File: config.mk
export PLATFORM = sky130hd
export DESIGN_NAME = tea_decrypt_iter
export DESIGN_NICKNAME = d
export VERILOG_FILES = /design/src/rtl/tea_decrypt_iter.sv
export SDC_FILE = /design/constraint.sdc
export NUM_CORES = 1
export LEC_CHECK = 0
export CELL_PAD_IN_SITES_DETAIL_PLACEMENT = 1
export CELL_PAD_IN_SITES_GLOBAL_PLACEMENT = 1
export CORE_MARGIN = 3
export CORE_UTILIZATION = 30
export CTS_CLUSTER_DIAMETER = 50
export DETAILED_ROUTE_END_ITERATION = 7
export DONT_BUFFER_PORTS = 1
export PLACE_DENSITY_LB_ADDON = 0.1
export SYNTH_ARGS = -nofsm -noshare
export SYNTH_HDL_FRONTEND = slang
export SYNTH_SLANG_ARGS = --single-unit
File: constraint.sdc
create_clock -name clk -period 12.7 [get_ports clk]
set_input_delay 1.905 -clock clk [delete_from_list [all_inputs] [get_ports clk]]
set_output_delay 1.905 -clock clk [all_outputs]
set_load 0.03 [all_outputs]
File: src/rtl/tea_decrypt_iter.sv
// Iterative TEA decryptor: one decryption round per clock behind valid/ready
// handshakes on both the ciphertext input and the plaintext output.
module tea_decrypt_iter #(
    parameter int unsigned ROUNDS = 32,
    parameter logic [31:0] DELTA  = 32'h9E3779B9
) (
    input  logic        clk,
    input  logic        nrst,
    input  logic        in_valid,
    output logic        in_ready,
    input  logic [31:0] v0_in,
    input  logic [31:0] v1_in,
    input  logic [31:0] k0,
    input  logic [31:0] k1,
    input  logic [31:0] k2,
    input  logic [31:0] k3,
    output logic        out_valid,
    input  logic        out_ready,
    output logic [31:0] v0_out,
    output logic [31:0] v1_out,
    output logic        busy
);

    typedef enum logic [1:0] {
        IDLE = 2'd0,
        RUN  = 2'd1,
        DONE = 2'd2
    } state_t;

    // Decryption walks the key schedule backwards from the final encryptor sum.
    localparam logic [31:0] SUM_INIT   = 32'(DELTA * ROUNDS);
    localparam logic [5:0]  LAST_ROUND = 6'(ROUNDS - 1);

    state_t       state_q, state_d;
    logic [5:0]   cnt_q, cnt_d;
    logic [31:0]  v0_q, v0_d;
    logic [31:0]  v1_q, v1_d;
    logic [31:0]  sum_q, sum_d;
    logic [127:0] key_q, key_d;
    logic [31:0]  v0_out_q, v0_out_d;
    logic [31:0]  v1_out_q, v1_out_d;

    logic [31:0] key_w0, key_w1, key_w2, key_w3;
    logic [31:0] v1_round, v0_round;

    assign key_w0 = key_q[31:0];
    assign key_w1 = key_q[63:32];
    assign key_w2 = key_q[95:64];
    assign key_w3 = key_q[127:96];

    // v0 is un-mixed with the freshly recovered v1, mirroring encryption order.
    assign v1_round = v1_q - (((v0_q << 4) + key_w2) ^ (v0_q + sum_q) ^ ((v0_q >> 5) + key_w3));
    assign v0_round = v0_q - (((v1_round << 4) + key_w0) ^ (v1_round + sum_q) ^ ((v1_round >> 5) + key_w1));

    always_comb begin
        state_d  = state_q;
        cnt_d    = cnt_q;
        v0_d     = v0_q;
        v1_d     = v1_q;
        sum_d    = sum_q;
        key_d    = key_q;
        v0_out_d = v0_out_q;
        v1_out_d = v1_out_q;
        case (state_q)
            IDLE: begin
                if (in_valid) begin
                    v0_d    = v0_in;
                    v1_d    = v1_in;
                    key_d   = {k3, k2, k1, k0};
                    sum_d   = SUM_INIT;
                    cnt_d   = 6'd0;
                    state_d = RUN;
                end
            end
            RUN: begin
                v0_d  = v0_round;
                v1_d  = v1_round;
                sum_d = sum_q - DELTA;
                cnt_d = cnt_q + 6'd1;
                if (cnt_q == LAST_ROUND) begin
                    v0_out_d = v0_round;
                    v1_out_d = v1_round;
                    state_d  = DONE;
                end
            end
            DONE: begin
                if (out_ready) begin
                    state_d = IDLE;
                end
            end
            default: state_d = IDLE;
        endcase
    end

    always_ff @(posedge clk or negedge nrst) begin
        if (!nrst) begin
            state_q  <= IDLE;
            cnt_q    <= 6'd0;
            v0_q     <= 32'd0;
            v1_q     <= 32'd0;
            sum_q    <= 32'd0;
            key_q    <= 128'd0;
            v0_out_q <= 32'd0;
            v1_out_q <= 32'd0;
        end else begin
            state_q  <= state_d;
            cnt_q    <= cnt_d;
            v0_q     <= v0_d;
            v1_q     <= v1_d;
            sum_q    <= sum_d;
            key_q    <= key_d;
            v0_out_q <= v0_out_d;
            v1_out_q <= v1_out_d;
        end
    end

    assign in_ready  = (state_q == IDLE);
    assign out_valid = (state_q == DONE);
    assign busy      = (state_q != IDLE);
    assign v0_out    = v0_out_q;
    assign v1_out    = v1_out_q;

endmodule

==> run summary <==
status = completed
detailed placement HPWL = 72.0 mm
Syn Inst Count = 2767
FF/Latch Area = 7410 um2
fillcell total = 9027
Pre-Repair DR Iteration Count = 7
die height = 287 um
cts repair resizes = 0
FF+latch count, synth = 296
fmax = 93.9 MHz
placed cell areas = 24800 um2
ANT nets after route = 0
setup TNS = 0 ns
CP Capture Type = flip-flop
DRC = 0
crit start category = flip-flop
Max Cap Viol = 0
max-slew violations = 0
clk root buf = clkbuf_16
initial antenna violation count = 8
port buffer count = 0
H-tree Lvls = 2
Worst Hold Class = flip-flop to flip-flop
Relative slew margins = 0.00114
critical path fanouts, max = 6
clock latency on the worst-skew pair = 0.60 ns
Die Footprint = 82300 um2
first-pass GRT wire length = 138 mm
GR Overflow Total = 0
predominant post-synthesis flop cell = dfrtp_1
Arr. time, crit path = 11.16 ns
routability cong. = 0.852
EDFF count, synth = 0
Final Hold Viols = 0
slowest cell on the critical path = a2111oi_0
worst slew pin tran = 1.50 ns
Area growth, synth to finish = 11.5%
WS Path Type = flip-flop to flip-flop
Avg Cell Area, Syn = 8.55 um2
via-per-instance ratio = 5.32
wire per inst = 23.9 um
vias = 20400
post-synth cell types = 87
CTS Buf Count = 48
Final setup viols = 0
wirelength, routed = 91.8 mm
Site Rows = 102
sequential-to-total area share from yosys stat = 0.313
Die Wd = 287 um
Async SR Flop Fraction = 1.00
Design Area, Final = 26400 um2
worst stage delay on the critical path = 0.73 ns
ratio of cells with drive above 1 in the final layout = 0.0604
final net count = 3208
worst endpoint required time = 13.21 ns
footprint of the multi-input gates = 15600 um2
Overall Global Routing Usage = 0.220
fin crit share = 0.839
Starting Density = 0.304
largest net degree at the start of global routing = 297
Ports = 263
initial DRC count = 1091
post-cts hold buffer count = 0
skew final = 0.0188 ns
Crit path top cell by count = a21oi_1
Reg clk slew, reported paths = 0.05 ns
vias in the first global route = 21500
crit path time final = 10.65 ns
TritonCTS clock tree = built
core area = 77700 um2
RSZ-0062 raised after global routing = false
Sink Count = 296
post-CTS setup buffer count = 0
syn_nets = 3214
Ys Warns = 0
Post-Syn Area = 23700 um2
Longest Clk Path Bufs = 3
==> registers in the layout, summed over array words and instances (netlist names) <==
signal	cells
v1_q	32
v0_q	32
state_q	2
v0_out	32
key_q	128
cnt_q	6
sum_q	32
v1_out	32
==> cell usage after synthesis (all sizes together) (12+ instances only) <==
library cell,number,share of area
o21bai,26,0.0083
a31oi,30,0.0085
nor2,100,0.016
nand4,17,0.0045
a211oi,16,0.0057
inv,91,0.014
o211ai,18,0.0059
dfrtp,296,0.31
xnor2,293,0.11
a21oi,193,0.041
nand2,562,0.089
o21ai,186,0.040
nor3,41,0.0087
nand3,52,0.011
nor4,12,0.0032
a22oi,59,0.019
o21a,28,0.0089
clkbuf,69,0.012
a21o,131,0.042
o31ai,20,0.0069
xor2,58,0.021
nor2b,23,0.0061
and3,18,0.0049
mux2,23,0.011
nand2b,29,0.0077
ha,243,0.13
==> stage by stage <==
step,setup slack (ns),hold slack (ns),utilization,std cells
floorplan,3.87,0.450,-,2767
global placement,2.44,0.475,0.319,3751
detailed placement,2.11,0.473,0.319,3751
CTS,2.09,0.490,0.339,3838
global route,1.17,0.511,0.339,3840
finish,2.05,0.483,0.339,3842
==> layer usage <==
metal	GRT usage	share of wire	vias up
met5	0	0.00085	-
met3	0.0436	0.056	120
li1	-	-	9765
met1	0.316	0.49	10100
met4	0.0554	0.023	12
met2	0.339	0.43	414
==> layout by cell type, fill, tap and decap left out, drive strengths merged, types with 20 or more instances in the layout <==
cell type / instances
inv: 103
dfrtp: 296
nand2b: 29
buf: 20
a21o: 131
ha: 243
nand3: 52
nand2: 562
o31ai: 20
mux2: 23
xnor2: 293
o21bai: 26
nor2: 100
xor2: 58
a21oi: 193
clkbuf: 55
nor2b: 23
o21a: 28
nor3: 41
a31oi: 30
a22oi: 59
o21ai: 186
==> area by class of cell <==
class                   count  share of cell area
multi-input cells        2304               0.592
flip-flops and latches    296               0.281
well taps                1040              0.0493
clock buffers              55              0.0485
inverters                  91              0.0129
clock inverters            32              0.0106
repair buffers             20             0.00569
diodes                      4            0.000379
==> cell families (layout without fill, tap and decap cells) <==
family	after synthesis	in the layout	share of synthesized area
fa+ha+maj	251	251	0.135
mux	29	29	0.0135
xor+xnor	355	355	0.134
simple gates	890	890	0.163
buf+inv	167	198	0.0281
flops	296	296	0.313
other cells	0	4	0
compound gates	779	779	0.213
==> path summary, 6_finish.rpt <==
path | start | endpoint | slack [ns] | depth (start not counted)
max | sum_q[0]$_DFFE_PN0P_ | v0_out[31]$_DFFE_PN0P_ | 2.05 | 40
min | key_q[21]$_DFFE_PN0P_ | key_q[21]$_DFFE_PN0P_ | 0.48 | 2
max reg2reg | sum_q[0]$_DFFE_PN0P_ | v0_out[31]$_DFFE_PN0P_ | 2.05 | 40
min reg2reg | key_q[21]$_DFFE_PN0P_ | key_q[21]$_DFFE_PN0P_ | 0.48 | 2
max in group asynchronous | nrst | key_q[103]$_DFFE_PN0P_ | 10.49 | 0
min in group asynchronous | nrst | key_q[100]$_DFFE_PN0P_ | 1.01 | 0
==> worst max-delay path: cells and delay by family, from the launching register on <==
family,cells,cell delay (ns)
buffers and inverters,1,0.19
flip-flops,1,0.46
AND/OR/NAND/NOR,5,0.98
adder cells (fa/ha/maj),5,1.67
XOR/XNOR,6,1.31
AO/OA/AOI/OAI,23,5.94
Power is not shown: default switching activity piles up to over one toggle a cycle in this logic, so the estimate is an artifact.
